### config.mk
export PLATFORM = sky130hd
export DESIGN_NAME = spike_synapse_decoder_flat
export DESIGN_NICKNAME = d
export VERILOG_FILES = /design/src/rtl/spike_synapse_decoder_pkg.sv /design/src/rtl/spike_synapse_decoder_if.sv /design/src/rtl/spike_synapse_decoder_decay_sat.sv /design/src/rtl/spike_synapse_decoder.sv /design/src/flat_wrapper.sv
export SDC_FILE = /design/constraint.sdc
export NUM_CORES = 1
export LEC_CHECK = 0
export CAP_MARGIN = 20
export CORE_MARGIN = 5
export CORE_UTILIZATION = 55
export CTS_CLUSTER_SIZE = 24
export DETAILED_ROUTE_END_ITERATION = 10
export GPL_TIMING_DRIVEN = 0
export PLACE_DENSITY = 0.75
export SETUP_SLACK_MARGIN = 0.4
export SYNTH_ARGS = -nofsm -noshare
export SYNTH_HDL_FRONTEND = slang
export SYNTH_SLANG_ARGS = --single-unit
### constraint.sdc
create_clock -name clock -period 16.5 [get_ports clock]
set_clock_uncertainty 0.15 [all_clocks]
set_input_delay 2.475 -clock clock [delete_from_list [all_inputs] [get_ports clock]]
set_output_delay 2.475 -clock clock [all_outputs]
set_load 0.05 [all_outputs]
### src/rtl/spike_synapse_decoder_pkg.sv
// Shared types and constants for spiking-synapse blocks.
package snn_pkg;
  localparam int WIDTH_DEF = 16;

  typedef enum logic [1:0] {IDLE, INTEGRATE, REFRACTORY} state_e;

  localparam logic signed [15:0] CUR_MAX = 16'sh7FFF;
  localparam logic signed [15:0] CUR_MIN = 16'sh8000;
endpackage

### src/rtl/spike_synapse_decoder_if.sv
// Spike-in / current-out bundle between a neuron model and its synapse decoder.
interface spike_synapse_decoder_if #(parameter int WIDTH = snn_pkg::WIDTH_DEF);
  logic             spike_in;
  logic             tick;
  logic [WIDTH-1:0] weight;
  logic [WIDTH-1:0] current_out;
  logic [WIDTH-1:0] spike_count;
  logic [WIDTH-1:0] isi;
  logic             isi_valid;
  logic [7:0]       dropped_count;
  logic             busy;

  modport master (output spike_in, tick, weight,
                  input  current_out, spike_count, isi, isi_valid, dropped_count, busy);
  modport slave  (input  spike_in, tick, weight,
                  output current_out, spike_count, isi, isi_valid, dropped_count, busy);
endinterface

### src/rtl/spike_synapse_decoder_decay_sat.sv
// Combinational next-current: optional exponential decay, then optional saturating weight add.
module synapse_decay_sat #(
  parameter int WIDTH       = 16,
  parameter int DECAY_SHIFT = 3
) (
  input  logic signed [WIDTH-1:0] cur_i,
  input  logic signed [WIDTH-1:0] weight_i,
  input  logic                    do_tick_i,
  input  logic                    do_add_i,
  output logic signed [WIDTH-1:0] nxt_o
);
  logic signed [WIDTH-1:0] d;
  logic signed [WIDTH-1:0] dec;
  logic signed [WIDTH:0]   sum;

  always_comb begin
    d = cur_i >>> DECAY_SHIFT;
    // small positives would stall above zero without the forced step of 1
    if (d == '0 && cur_i > 0) d = {{(WIDTH-1){1'b0}}, 1'b1};
    dec = do_tick_i ? cur_i - d : cur_i;
    sum = {dec[WIDTH-1], dec} + {weight_i[WIDTH-1], weight_i};
    nxt_o = dec;
    if (do_add_i) begin
      if (sum[WIDTH] != sum[WIDTH-1])
        nxt_o = sum[WIDTH] ? {1'b1, {(WIDTH-1){1'b0}}} : {1'b0, {(WIDTH-1){1'b1}}};
      else
        nxt_o = sum[WIDTH-1:0];
    end
  end
endmodule

### src/rtl/spike_synapse_decoder.sv
// Turns a neuron spike level into a decaying signed synaptic current plus spike statistics.
module spike_synapse_decoder
  import snn_pkg::*;
#(
  parameter int WIDTH         = WIDTH_DEF,
  parameter int DECAY_SHIFT   = 3,
  parameter int REFRACT_TICKS = 4
) (
  input  logic clock,
  input  logic reset,
  spike_synapse_decoder_if.slave bus
);
  localparam logic [WIDTH-1:0] RT = WIDTH'(REFRACT_TICKS);

  state_e                  state_q;
  logic                    spike_q;
  logic signed [WIDTH-1:0] cur_q, cur_d;
  logic [WIDTH-1:0]        cnt_q, isi_q, tcnt_q, refr_q;
  logic                    isi_vld_q, first_q;
  logic [7:0]              drop_q;
  logic                    rise, accept, drop;

  assign rise   = bus.spike_in & ~spike_q;
  assign accept = rise && (state_q != REFRACTORY);
  assign drop   = rise && (state_q == REFRACTORY);

  synapse_decay_sat #(.WIDTH(WIDTH), .DECAY_SHIFT(DECAY_SHIFT)) u_dsat (
    .cur_i     (cur_q),
    .weight_i  (bus.weight),
    .do_tick_i (bus.tick),
    .do_add_i  (accept),
    .nxt_o     (cur_d)
  );

  always_ff @(posedge clock or negedge reset) begin
    if (!reset) begin
      state_q   <= IDLE;
      spike_q   <= 1'b0;
      cur_q     <= '0;
      cnt_q     <= '0;
      isi_q     <= '0;
      tcnt_q    <= '0;
      refr_q    <= '0;
      isi_vld_q <= 1'b0;
      first_q   <= 1'b0;
      drop_q    <= '0;
    end else begin
      spike_q   <= bus.spike_in;
      cur_q     <= cur_d;
      isi_vld_q <= 1'b0;

      // a tick coinciding with an accept is swallowed by the clear
      if (accept)                        tcnt_q <= '0;
      else if (bus.tick && tcnt_q != '1) tcnt_q <= tcnt_q + 1'b1;

      if (accept) begin
        first_q <= 1'b1;
        if (cnt_q != '1) cnt_q <= cnt_q + 1'b1;
        if (first_q) begin
          isi_q     <= tcnt_q;
          isi_vld_q <= 1'b1;
        end
      end

      if (drop && drop_q != 8'hFF) drop_q <= drop_q + 8'd1;

      case (state_q)
        IDLE, INTEGRATE: begin
          if (accept) begin
            state_q <= (REFRACT_TICKS == 0) ? INTEGRATE : REFRACTORY;
            refr_q  <= RT;
          end else if (state_q == INTEGRATE && cur_d == '0) begin
            state_q <= IDLE;
          end
        end
        REFRACTORY: begin
          if (bus.tick) begin
            refr_q <= refr_q - 1'b1;
            if (refr_q <= 1) state_q <= INTEGRATE;
          end
        end
        default: state_q <= IDLE;
      endcase
    end
  end

  assign bus.current_out   = cur_q;
  assign bus.spike_count   = cnt_q;
  assign bus.isi           = isi_q;
  assign bus.isi_valid     = isi_vld_q;
  assign bus.dropped_count = drop_q;
  assign bus.busy          = (state_q != IDLE);
endmodule

### src/flat_wrapper.sv
// flat-port wrapper written by rule: the top's interface ports become plain ports
module spike_synapse_decoder_flat import snn_pkg::*;
#(
  parameter int WIDTH         = WIDTH_DEF,
  parameter int DECAY_SHIFT   = 3,
  parameter int REFRACT_TICKS = 4
)
  (clock, reset, bus_spike_in, bus_tick, bus_weight, bus_current_out, bus_spike_count, bus_isi, bus_isi_valid, bus_dropped_count, bus_busy);
  spike_synapse_decoder_if #(.WIDTH(WIDTH)) bus_i ();
  input  logic clock;
  input  logic reset;
  input wire logic [$bits(bus_i.spike_in)-1:0] bus_spike_in;
  input wire logic [$bits(bus_i.tick)-1:0] bus_tick;
  input wire logic [$bits(bus_i.weight)-1:0] bus_weight;
  output wire logic [$bits(bus_i.current_out)-1:0] bus_current_out;
  output wire logic [$bits(bus_i.spike_count)-1:0] bus_spike_count;
  output wire logic [$bits(bus_i.isi)-1:0] bus_isi;
  output wire logic [$bits(bus_i.isi_valid)-1:0] bus_isi_valid;
  output wire logic [$bits(bus_i.dropped_count)-1:0] bus_dropped_count;
  output wire logic [$bits(bus_i.busy)-1:0] bus_busy;
  assign bus_i.spike_in = bus_spike_in;
  assign bus_i.tick = bus_tick;
  assign bus_i.weight = bus_weight;
  assign bus_current_out = bus_i.current_out;
  assign bus_spike_count = bus_i.spike_count;
  assign bus_isi = bus_i.isi;
  assign bus_isi_valid = bus_i.isi_valid;
  assign bus_dropped_count = bus_i.dropped_count;
  assign bus_busy = bus_i.busy;
  spike_synapse_decoder #(.WIDTH(WIDTH), .DECAY_SHIFT(DECAY_SHIFT), .REFRACT_TICKS(REFRACT_TICKS)) u_core (.clock(clock), .reset(reset), .bus(bus_i));
endmodule
==> metrics <==
outcome=finished clean; reg2reg start=u_core.bus.current_out[14]; Post-Synthesis Cell Area=6228 um2; row cnt=38; first-pass GRT wire length=27.46 mm; Slew @ Worst Pin=0.6828 ns; DRT iter0 DRCs=501; total grt overflow=0; Layout fillers=897; critical path class=input pin to flop; final slew viol count=0; Die Wd=116.4 um; clock latency on the worst-skew pair=0.36 ns; area leader, netlist=dfrtp_1; count of final setup violators=0; cts hold-fix bufs=0; HP Start=u_core.first_q; Detailed Routing Iterations Pass 1=5; Syn Area/Cell=9.066 um2; Initial Util=56.71%; final WL=16.47 mm; Clock Path Buffers=2; Die Area=13550 um2; Hold Vio Cnt, Final=0; routed len/inst=17.88 um; hold crit path type=flop to flop; share of flip-flops with an asynchronous set or reset=100.0%; DRC=0; Fin Setup TNS=0 ns; Synth cell types=74; initial antenna violation count=0; count of inserted antenna diode cells=0; crit path DAT=8.30 ns; crit end category=flop; H-Tree Level Count=3; total core area=10980 um2; Yosys warning total=0; FMAX=121.0 MHz; r2r setup slk=8.86 ns; overall die height=116.4 um; crit path from=bus_tick; top cells by area, synth=dfrtp_1, ha_1, xnor2_1; final design instance area without fill=7517 um2; post_cts resized=0; TritonCTS buffer count=9; Post-synth EDFFs=0; Global Route Usage Sum=25.48%; WHS Endpoint=u_core.first_q; total vias in the final route=5641; area share of the largest cell type after synthesis=37.36%; setup bufs post-CTS=0; fin crit share=50.07%; reg2reg end=u_core.state_q[0]; max cap viols=0; PortBufs=77; Detail Placement HPWL=12.50 mm; count leader, synth=dfrtp_1; vias in the first global route=5554; syn nets=746; #FFs+latches synth=93; TritonCTS clock tree=yes; Syn-to-layout area delta=20.69%; maximum number of pins on one net before global-route repair=71; CP Max Fanout=10; CTS sink cnt=93; clock transition at the registers of the reported paths=0.07 ns; via/cell ratio=6.125; FF-to-FF path depth=28; Worst Setup Start Kind=input pin; num ports=78; Antenna Violating Nets Remaining=0; Post-synth top flop=dfrtp_1; Root Driver=clkbuf_16; critical path required time=16.54 ns; Final nets=835; gpl congestion=0.9157; Max-slew headroom=54.13%; top cells by instance count after synthesis=dfrtp_1, nor2_1, nand2_1; share of cells above drive strength 1=6.914%; fin crit period=8.262 ns; post-synthesis sequential area ratio=37.36%; Post-Synthesis Cells=687; placed cell areas=7199 um2; RSZ-0062 raised after global routing=no; Hold Path Depth=1
[sequential cells by signal, indices dropped and copies added, names as in the netlist]
register                  cells
u_core.bus.isi               16
u_core.spike_q                1
u_core.bus.dropped_count      8
u_core.bus.current_out       16
u_core.bus.isi_valid          1
u_core.state_q                2
u_core.tcnt_q                16
u_core.bus.spike_count       16
u_core.first_q                1
u_core.refr_q                16
[kinds of logic after synthesis]
family                   synth area share [%]
AO/OA/AOI/OAI                           19.10
XOR/XNOR                                8.437
adder cells (fa/ha/maj)                 8.236
buffers and inverters                   4.018
flip-flops                              37.36
multiplexers                            4.359
AND/OR/NAND/NOR                         18.48
[worst max-delay path by stage]
| stage | end | slack (ns) |
|---|---|---|
| 6_report | u_core.state_q[0] | 8.24 |
| 3_5_place_dp | u_core.state_q[0] | 8.06 |
| 3_3_place_gp | u_core.state_q[0] | 8.08 |
| 2_1_floorplan | u_core.state_q[0] | 9.61 |
| 5_1_grt | u_core.state_q[0] | 7.84 |
| 4_1_cts | u_core.state_q[0] | 8.34 |
[metrics by stage]
| stage | util (%) | setup slack, ns | std cells | hold slack [ns] |
|---|---|---|---|---|
| after floorplan | - | 9.609 | 687 | 0.2846 |
| after global placement | 65.32 | 8.076 | 904 | 0.3020 |
| after detailed placement | 65.55 | 8.063 | 905 | 0.3020 |
| after CTS | 68.44 | 8.343 | 921 | 0.3200 |
| after global routing | 68.44 | 7.843 | 921 | 0.3561 |
| final | 68.44 | 8.238 | 921 | 0.3200 |
[cell usage in the layout, fill, tap and decap left out, types with 4 or more instances in the layout]
cell	netlist	routed
dfrtp_1	93	93
nor3_1	20	20
mux2_2	17	17
a211oi_1	6	6
nand4_1	12	12
xor2_1	24	24
or4_1	5	5
mux2i_1	8	8
xnor2_1	36	36
o31ai_1	10	10
o211ai_1	6	6
nor4_1	13	13
nand2_1	48	48
clkdlybuf4s50_1	0	76
nor2b_1	4	4
and3_1	8	8
a31oi_1	5	5
ha_1	37	37
nor2_1	63	63
nand3_1	27	27
clkbuf_1	14	14
a21o_1	10	10
a21oi_1	44	44
a211o_1	6	6
inv_1	45	45
nand2b_1	6	6
clkbuf_16	0	9
or3_1	14	14
o21ai_0	35	35
o21a_1	5	5
[critical path, stage by stage]
cell and delay (ns):
clkdlybuf4s50_1 0.52, clkbuf_1 0.36, clkbuf_1 0.55, clkbuf_1 0.45, o21ai_0 0.30, ha_1 0.44, and3_1 0.21, buf_6 0.13
a221oi_4 0.50, nor2_2 0.11, a211oi_2 0.59, o211ai_1 0.17, o21ai_0 0.20, o31ai_1 0.15, or4_1 0.59, a2111oi_2 0.34
a41oi_1 0.22
[area by class of cell]
class                   instances  area (um2)  share of cell area (%)
plain buffers                  18       77.57                   1.032
clock buffers                   9       225.2                   2.996
repair buffers                 78       795.8                   10.59
flip-flops and latches         93        2327                   30.96
multi-input cells             530        3651                   48.57
well taps                     140       175.2                   2.330
inverters                      46       172.7                   2.297
clock inverters                 7       92.59                   1.232
[metal layers]
metal / vias up / wire length (um) / GRT usage [%]
met4: 0 / 287 / 7.734
met1: 2723 / 7454 / 35.17
met5: - / 0 / 0
met2: 205 / 7738 / 40.58
met3: 28 / 990 / 5.285
li1: 2685 / - / -
Power is not shown: default switching activity piles up to over one toggle a cycle in this logic, so the estimate is an artifact.
